==> src/rtl/fb_port_arbiter.sv <==
// Frame-buffer port arbiter: shares one memory-mapped master port
// between the buffered camera write stream and display read requests.
module fb_port_arbiter #(
  parameter logic [31:0] WR_BASE     = 32'h0000_0000,
  parameter logic [31:0] RD_BASE     = 32'h0000_0000,
  parameter int          FRAME_BYTES = 307200,
  parameter int          WFIFO_DEPTH = 4
) (
  input  logic        ctrl_clk,
  input  logic        reset,
  input  logic [31:0] iData,
  input  logic        iValid,
  input  logic        read_init,
  output logic [31:0] oData,
  output logic        oValid,
  output logic        wr_overflow,
  output logic        wr_frame_done,
  output logic        rd_frame_done,
  output logic        busy,
  output logic [31:0] avm_address,
  output logic        avm_write,
  output logic [31:0] avm_writedata,
  output logic        avm_read,
  input  logic [31:0] avm_readdata,
  input  logic        avm_waitrequest
);

  localparam int AW = $clog2(WFIFO_DEPTH);
  localparam logic [31:0] FB = 32'(FRAME_BYTES);
  localparam logic [31:0] WR_LAST = WR_BASE + FB - 32'd4;
  localparam logic [31:0] RD_LAST = RD_BASE + FB - 32'd4;

  typedef enum logic [1:0] {
    S_IDLE,
    S_WRITE,
    S_READ
  } state_t;

  state_t      r_state;
  logic [31:0] r_fifo [WFIFO_DEPTH];
  logic [AW:0] r_wp;
  logic [AW:0] r_rp;
  logic        r_rd_pend;
  logic        r_last_wr;
  logic [31:0] r_waddr;
  logic [31:0] r_raddr;

  logic        w_empty;
  logic        w_full;
  logic        w_push;
  logic        w_grant_w;
  logic        w_grant_r;

  assign w_empty = (r_wp == r_rp);
  assign w_full  = (r_wp[AW] != r_rp[AW]) &&
                   (r_wp[AW-1:0] == r_rp[AW-1:0]);
  assign w_push  = iValid && !w_full;

  // Write wins a tie only when the previous grant went to the read side
  assign w_grant_w = (r_state == S_IDLE) && !w_empty &&
                     (!r_rd_pend || !r_last_wr);
  assign w_grant_r = (r_state == S_IDLE) && r_rd_pend && !w_grant_w;

  // FIFO storage; contents need no reset, pointers define validity
  always_ff @(posedge ctrl_clk) begin
    if (w_push) r_fifo[r_wp[AW-1:0]] <= iData;
  end

  // FIFO pointers: push and pop may coincide
  always_ff @(posedge ctrl_clk) begin
    if (reset) begin
      r_wp <= '0;
      r_rp <= '0;
    end else begin
      if (w_push)    r_wp <= r_wp + 1'b1;
      if (w_grant_w) r_rp <= r_rp + 1'b1;
    end
  end

  // Sticky overflow flag for words arriving at a full FIFO
  always_ff @(posedge ctrl_clk) begin
    if (reset)              wr_overflow <= 1'b0;
    else if (iValid && w_full) wr_overflow <= 1'b1;
  end

  // Single outstanding read request; extra requests are not queued
  always_ff @(posedge ctrl_clk) begin
    if (reset)          r_rd_pend <= 1'b0;
    else if (w_grant_r) r_rd_pend <= 1'b0;
    else if (read_init) r_rd_pend <= 1'b1;
  end

  // Port FSM with registered command, status and frame addresses
  always_ff @(posedge ctrl_clk) begin
    if (reset) begin
      r_state       <= S_IDLE;
      r_last_wr     <= 1'b0;
      r_waddr       <= WR_BASE;
      r_raddr       <= RD_BASE;
      avm_address   <= '0;
      avm_writedata <= '0;
      avm_write     <= 1'b0;
      avm_read      <= 1'b0;
      busy          <= 1'b0;
      oData         <= '0;
      oValid        <= 1'b0;
      wr_frame_done <= 1'b0;
      rd_frame_done <= 1'b0;
    end else begin
      oValid        <= 1'b0;
      wr_frame_done <= 1'b0;
      rd_frame_done <= 1'b0;
      unique case (r_state)
        S_IDLE: begin
          if (w_grant_w) begin
            avm_address   <= r_waddr;
            avm_writedata <= r_fifo[r_rp[AW-1:0]];
            avm_write     <= 1'b1;
            busy          <= 1'b1;
            r_last_wr     <= 1'b1;
            r_state       <= S_WRITE;
          end else if (w_grant_r) begin
            avm_address <= r_raddr;
            avm_read    <= 1'b1;
            busy        <= 1'b1;
            r_last_wr   <= 1'b0;
            r_state     <= S_READ;
          end
        end
        S_WRITE: begin
          if (!avm_waitrequest) begin
            avm_write <= 1'b0;
            busy      <= 1'b0;
            r_state   <= S_IDLE;
            if (r_waddr == WR_LAST) begin
              r_waddr       <= WR_BASE;
              wr_frame_done <= 1'b1;
            end else begin
              r_waddr <= r_waddr + 32'd4;
            end
          end
        end
        S_READ: begin
          if (!avm_waitrequest) begin
            avm_read <= 1'b0;
            busy     <= 1'b0;
            oData    <= avm_readdata;
            oValid   <= 1'b1;
            r_state  <= S_IDLE;
            if (r_raddr == RD_LAST) begin
              r_raddr       <= RD_BASE;
              rd_frame_done <= 1'b1;
            end else begin
              r_raddr <= r_raddr + 32'd4;
            end
          end
        end
        default: r_state <= S_IDLE;
      endcase
    end
  end

endmodule

==> config.mk <==
export PLATFORM = sky130hd
export DESIGN_NAME = fb_port_arbiter
export DESIGN_NICKNAME = d
export VERILOG_FILES = /design/src/rtl/fb_port_arbiter.sv
export SDC_FILE = /design/constraint.sdc
export NUM_CORES = 1
export LEC_CHECK = 0
export CORE_MARGIN = 2
export CORE_UTILIZATION = 30
export CTS_BUF_LIST = sky130_fd_sc_hd__clkbuf_4 sky130_fd_sc_hd__clkbuf_8
export DETAILED_ROUTE_END_ITERATION = 7
export DONT_BUFFER_PORTS = 1
export SKIP_CTS_REPAIR_TIMING = 1
export SYNTH_ARGS = -nofsm -noshare
export SYNTH_HDL_FRONTEND = slang
export SYNTH_SLANG_ARGS = --single-unit
==> constraint.sdc <==
create_clock -name ctrl_clk -period 3.25 [get_ports ctrl_clk]
set_input_delay 0.325 -clock ctrl_clk [delete_from_list [all_inputs] [get_ports ctrl_clk]]
set_output_delay 0.325 -clock ctrl_clk [all_outputs]
set_load 0.02 [all_outputs]
# Yosys cells after proc, flatten, opt, wreduce, memory -nomap -nowiden
# Memories as Yosys holds them, arrays and structs flattened. A register that Yosys moved wholly into a read port is not among the register bits.
# Cells that the tools add are included.
dict set report op_classes {
  n_shift 0
  mux 23
  n_reduce_logical 31
  mul 0
  eq_ne 14
  bitwise 3
  n_lt_le_gt_ge 0
  div_mod_pow 0
  addsub 4
}
# op n
set ops {}
lappend ops {{two-way mux 32 bit} 4}
lappend ops {{adder 32 x 3 -> 32 bit, second input constant} 2}
lappend ops {{== test 32 x 19 -> 1 bit, second input constant} 2}
lappend ops {{two-way mux 1 bit} 12}
lappend ops {{inequality test 2 bit, second input constant} 6}
lappend ops {{AND reduction 2 bit} 5}
lappend ops {{nonzero test 2 bit} 4}
lappend ops {{logical AND 1 bit} 7}
lappend ops {{adder 3 x 1 -> 3 bit, second input constant} 2}
lappend ops {{two-way mux 2 bit} 3}
lappend ops {{one-hot mux 1 bit (2 select lines)} 3}
lappend ops {{AND reduction 3 bit} 2}
lappend ops {{OR reduction 2 bit} 3}
lappend ops {{OR reduction 3 bit} 2}
lappend ops {{logical NOT 1 bit} 5}
lappend ops {{one-hot mux 2 bit (2 select lines)} 1}
lappend ops {{AND reduction 4 bit} 1}
lappend ops {{== test 3 bit} 1}
lappend ops {{inequality test 3 bit, second input constant} 1}
lappend ops {{NOT 1 bit} 3}
lappend ops {{== test 2 x 1 -> 1 bit, second input constant} 1}
lappend ops {{== test 2 bit} 1}
lappend ops {{== test 2 bit, second input constant} 1}
lappend ops {{logical NOT 2 bit} 1}
lappend ops {{other kinds (2)} 2}
dict set report totals {
  latchBits 0
  rom_bits 0
  wordCells 92
  n_memories 1
  register_bits 145
  ramBits 128
}
# memory depth word_bits rd rd_clocked_by_memory_dff wr line
set memory_table {}
lappend memory_table {r_fifo 4 32 1 1 1 40} ;# logic [31:0] r_fifo [WFIFO_DEPTH];

# Longest topological paths before layout
dict set report logic_depth {
  depth_word 9
  mapped_depth 8
  depth_no_buf 6
}

# Worst setup path after synthesis
# OpenSTA, ideal clock, no wires.
dict set report synth_path {
  kind {register to register}
  from {reg r_rp[0]}
  to {mem r_fifo[0][0], enable pin}
  path_slack_ns 0.953
  synth_period_minus_slack_ns 2.297
  stages_incl_launch_ff 6
  t_arrival_ns 1.905
  required_time_ns 2.858
  cell_sequence {dfxtp_1 -> buf_2 -> xor2_1 -> nor3_1 -> nor2b_1 -> and2_1}
}
dict set report synth_via {
  elab_chain_cells 6
}
# item line
set synth_lines {}
lappend synth_lines {{from (decl)} 42} ;# logic [AW:0] r_rp;
lappend synth_lines {{from (signal assigned)} 76} ;# if (w_grant_w) r_rp <= r_rp + 1'b1;
lappend synth_lines {{== test 2 bit} 56} ;# (r_wp[AW-1:0] == r_rp[AW-1:0]);
lappend synth_lines {{logical AND 1 bit} 55} ;# assign w_full = (r_wp[AW] != r_rp[AW]) &&
lappend synth_lines {{logical NOT 1 bit} 57} ;# assign w_push = iValid && !w_full;
lappend synth_lines {{logical AND 1 bit} 57}
lappend synth_lines {{two-way mux 1 bit} 66} ;# if (w_push) r_fifo[r_wp[AW-1:0]] <= iData;
lappend synth_lines {{two-way mux 1 bit (not written as such)} 66}
lappend synth_lines {{to (decl)} 40}
# No other way between the ends.

# Final worst setup path
dict set report layout_path {
  from {reg r_raddr[4]}
  to {reg r_raddr[31]}
}
dict set report layout_via {
  elab_chain_cells 2
  elab_cells_between_ends 3
  classes_between {add/sub: 1; eq/ne: 1; mux: 1}
}
# item line
set layout_lines {}
lappend layout_lines {{from (decl)} 46} ;# logic [31:0] r_raddr;
lappend layout_lines {{from (signal assigned)} 154} ;# r_raddr <= r_raddr + 32'd4;
lappend layout_lines {{adder 32 x 3 -> 32 bit / == test 32 x 19 -> 1 bit (equally long branches)} {154, 150}}
lappend layout_lines {{two-way mux 32 bit (*)} 150} ;# if (r_raddr == RD_LAST) begin
# Mark *: on every way between the ends. The rest lies on a longest branch, timed or not.
# A chain may end at the register's enable or synchronous reset.

==> flow_results.org <==
** Global route
- Entering global routing, the biggest net connects 120 pins.
- Total routing resource utilization after global routing :: between 10 and 15%
- The first global-routing pass estimated ~46 mm of wire.
- Summed over all layers, the global routing overflow is 0.
- The number of antenna violations at the first check in global routing came to 0.
- The via count of the first global-routing pass came to approximately 8000.

** Cells and area
- Final net count :: roughly 1200
- Share of final-layout standard cells stronger than drive strength 1 :: 12.9%
- Synthesis-to-finish area growth :: 18.5%
- Inserted Diodes :: 0
- Cells fill between 30% and 40% of the core in the end.

** Die
- Top-level I/O count :: 172
- The die is about 200 µm wide.
- Area of the die :: 41900 µm²
- Row generation in the floorplan step produced 73 rows.
- Placeable core region :: 39700 µm²
- The floorplan step set the die height to 205 µm.
- For this configuration, the core starts out at a cell density of 30.4%.

** Critical path
- In this run the critical register-to-register path is captured at r_raddr[31]$_SDFFE_PP0P_.
- The worst register-to-register path has a setup slack of about 0.75 ns.
- Counting cells, the worst reg-to-reg path comes to 4.
- The worst setup path is launched from a flop.
- Beginning of the worst register-to-register path :: r_raddr[4]$_SDFFE_PP0P_
- Arrival time at the worst endpoint :: 3.06 ns
- Startpoint-to-endpoint class of the critical path :: reg2reg
- STA classifies the critical path endpoint as a flop.
- Worst Path Required :: ~3.8 ns
- Max FO, Critical Path :: 22

** Routing
- In this run the remaining antenna-violating nets after routing total 0.
- Vias after detailed routing :: ~8700
- Routed len/inst :: 18.0 µm
- The final layout contains routed wiring with a total length of ~31 mm.
- After detailed routing, the number of remaining DRC violations is 0.
- The pre-antenna-repair detailed-routing pass consisted of 6 iterations.
- Starting DRC count in detailed routing :: 512
- Using the TritonRoute via totals, the vias-per-cell ratio works out to roughly 5.

** Clock network
- Worst-Skew Late Latency :: 0.62 ns
- Clock tree synthesis found a total of between 200 and 300 sinks.
- Total clock buffers created by CTS :: 52
- The clock passes through at most 3 buffers.
- Clock tree synthesis selected as its root buffer the cell sky130_fd_sc_hd__clkbuf_8.
- The H-tree generated during clock tree synthesis spans 2 levels.
- CTS tree :: done
- Clock-pin slew was measured on the worst setup and hold paths at approximately 0.06 ns.

** Place
- Summed over all nets, the half-perimeter wirelength after detailed placement is 18.8 mm.
- GP Congestion :: 0.805
- Buffers placed on the I/O ports in this run total 0.
- Pre-CTS WS :: 0.780 ns

** Synth
- During synthesis, Yosys emitted a total of 0 warnings.
- Top-area cell type share of the netlist area :: about a third
- Total of flip-flops plus latches after synthesis :: about 300
- After synthesis, the mean cell area works out to between 10 and 15 µm².
- Number of synthesized flops with an enable pin :: 128
- By count the netlist is led by sky130_fd_sc_hd__nand2_1 (193), sky130_fd_sc_hd__dfxtp_1 (171), sky130_fd_sc_hd__edfxtp_1 (128), sky130_fd_sc_hd__a21oi_1 (105), sky130_fd_sc_hd__clkbuf_1 (67).
- Cell taking the most area after synthesis :: sky130_fd_sc_hd__edfxtp_1
- The most common cell in the synthesized netlist is sky130_fd_sc_hd__nand2_1.
- The netlist uses 54 different library cells.
- After synthesis, flip-flops and latches occupy around 60% of the total area.
- Sorting the synthesized cells by area gives the leading types as sky130_fd_sc_hd__edfxtp_1 (32%), sky130_fd_sc_hd__dfxtp_1 (28%), sky130_fd_sc_hd__nand2_1 (6.0%).
- The mapped netlist covers 12100 µm².
- Top flip-flop cell by instance count after synthesis :: sky130_fd_sc_hd__dfxtp_1
- Counting every instance in the synthesized netlist gives between 1000 and 1500.
- After synthesis, the share of flip-flops with an asynchronous set or reset is 0%.

** STA
- The tightest hold path in the finished design has a slack of -0.00671 ns.
- In the finished design, the share of the clock period the worst path needs comes to around 77%.
- Setup slack after layout :: between 0.7 and 0.8 ns
- Fin Clk Skew :: roughly 0.018 ns
- Worst-Margin Slew :: 0.877 ns
- Setup total negative slack on the finished layout was measured at 0 ns.
- Measured against its own limit, the worst slew margin works out to 41.4%.
- Achievable frequency :: around 400 MHz
- Unrepaired setup endpoints after global routing :: false
- Final count of hold timing violations :: 1
- Setup violations remaining at the end of the flow were counted as 0.
- The count of pins over their slew limit came to 0.
- Fin crit period :: 2.50 ns

** Worst hold path
- Along the worst hold path, the cell count comes to 2.
- The worst hold path belongs to the class in2reg.
- Worst-case hold path end point :: avm_write$_SDFFE_PP0P_
- The worst hold path begins at avm_waitrequest.

** Power and ir drop
- In this run the static leakage power is between 4 and 5 nW.
- Peak supply drop :: 602 µV
- PwrDens :: between 700 and 800 nW/µm²

** Outcome
- The run finished, with violations left.
- Violations in the final reports :: hold timing

** Run
- Number of max-capacitance violations reported :: 0
==> worst max-delay path by stage <==
stage,start,end,slack [ns],cells after the start
after floorplan,r_rp[0]$_SDFFE_PP0N_,r_fifo[0][0]$_DFFE_PP_,0.95,5
after global placement,r_raddr[4]$_SDFFE_PP0P_,r_raddr[31]$_SDFFE_PP0P_,0.89,4
after detailed placement,r_raddr[4]$_SDFFE_PP0P_,r_raddr[22]$_SDFFE_PP0P_,0.78,4
after CTS,r_raddr[4]$_SDFFE_PP0P_,r_raddr[29]$_SDFFE_PP0P_,0.76,4
after global routing,r_raddr[4]$_SDFFE_PP0P_,r_raddr[22]$_SDFFE_PP0P_,0.48,4
final,r_raddr[4]$_SDFFE_PP0P_,r_raddr[31]$_SDFFE_PP0P_,0.75,4
==> metrics by stage <==
| step | std cells | total power [mW] | hold WS [ns] | instance area (µm²) |
|---|---|---|---|---|
| after floorplan | 1086 | 6.78 | 0.424 | 12100 |
| after global placement | 1544 | 7.42 | 0.407 | 12500 |
| after detailed placement | 1544 | 7.46 | 0.412 | 12500 |
| after CTS | 1639 | 11.1 | -0.280 | 13600 |
| after global routing | 1706 | 11.6 | 0.00175 | 14300 |
| final | 1706 | 11.0 | -0.00671 | 14300 |
==> routing by layer <==
layer,vias up,GRT usage [%],share of wire (%),routed length (µm)
li1,4117,-,-,-
met1,4216,17.5,42,12800
met2,267,22.1,47,14600
met3,53,5.36,8.2,2520
met4,0,5.62,2.6,788
met5,-,0,0,0
==> registers in the layout (all words and copies together), names as in the netlist, 3 cells and up <==
name and count:
r_rp 3, r_wp 3, r_waddr 30, oData 32
r_fifo 128, avm_writedata 32, r_raddr 30, avm_address 30
==> critical path, cell delays in order, from the launching register on <==
cell and delay [ns]:
sky130_fd_sc_hd__dfxtp_1 0.44, sky130_fd_sc_hd__and4_1 0.48, sky130_fd_sc_hd__nand4_1 0.66, sky130_fd_sc_hd__or4_1 0.71
sky130_fd_sc_hd__a21oi_1 0.15
==> report_power, final <==
part           internal, mW  total [mW]  switching [mW]  leakage (nW)
Clock                  1.98        3.54            1.57         0.575
Sequential             4.40        5.16           0.755          2.57
Combinational         0.831        2.31            1.48          1.51
==> cells by family (layout without fill, tap and decap cells) <==
logic type	after synthesis	in the layout	share of synthesized area (%)
and+or+nand+nor	422	422	17.0
adders and majority gates	13	13	1.35
other	1	2	0.0311
muxes	36	36	6.30
buffers and inverters	97	192	3.25
DFF	299	299	60.2
xor gates and xnor gates	28	28	2.03
AOI/OAI and AO/OA	189	189	9.87
==> layout by cell type, fill, tap and decap left out, types with 9 or more instances in the layout <==
cell type                         n
sky130_fd_sc_hd__dlygate4sd3_1   66
sky130_fd_sc_hd__a21oi_1        105
sky130_fd_sc_hd__or3_1            9
sky130_fd_sc_hd__a311oi_1        33
sky130_fd_sc_hd__nor2_1          63
sky130_fd_sc_hd__nand3_1         52
sky130_fd_sc_hd__clkbuf_8        59
sky130_fd_sc_hd__buf_4           16
sky130_fd_sc_hd__nor4_1          14
sky130_fd_sc_hd__clkbuf_4        20
sky130_fd_sc_hd__edfxtp_1       128
sky130_fd_sc_hd__and4_1           9
sky130_fd_sc_hd__xor2_1          17
sky130_fd_sc_hd__xnor2_1         11
sky130_fd_sc_hd__o31ai_1         23
sky130_fd_sc_hd__mux4_2          32
sky130_fd_sc_hd__or4_1           21
sky130_fd_sc_hd__nand2_1        193
sky130_fd_sc_hd__ha_1            13
sky130_fd_sc_hd__o21ai_0         10
sky130_fd_sc_hd__dfxtp_1        170
sky130_fd_sc_hd__nand4_1         23
sky130_fd_sc_hd__inv_1           14
==> area by class of cell <==
cell class | count | area [µm²]
inverters | 14 | 52.6
well taps | 525 | 657
clock buffers | 79 | 962
repair buffers | 83 | 808
flip-flops and latches | 299 | 7270
multi-input cells | 690 | 4450
clock inverters | 16 | 115
fillers | 3931 | 25400
No activity file was read; power rests on OpenSTA's default activity.
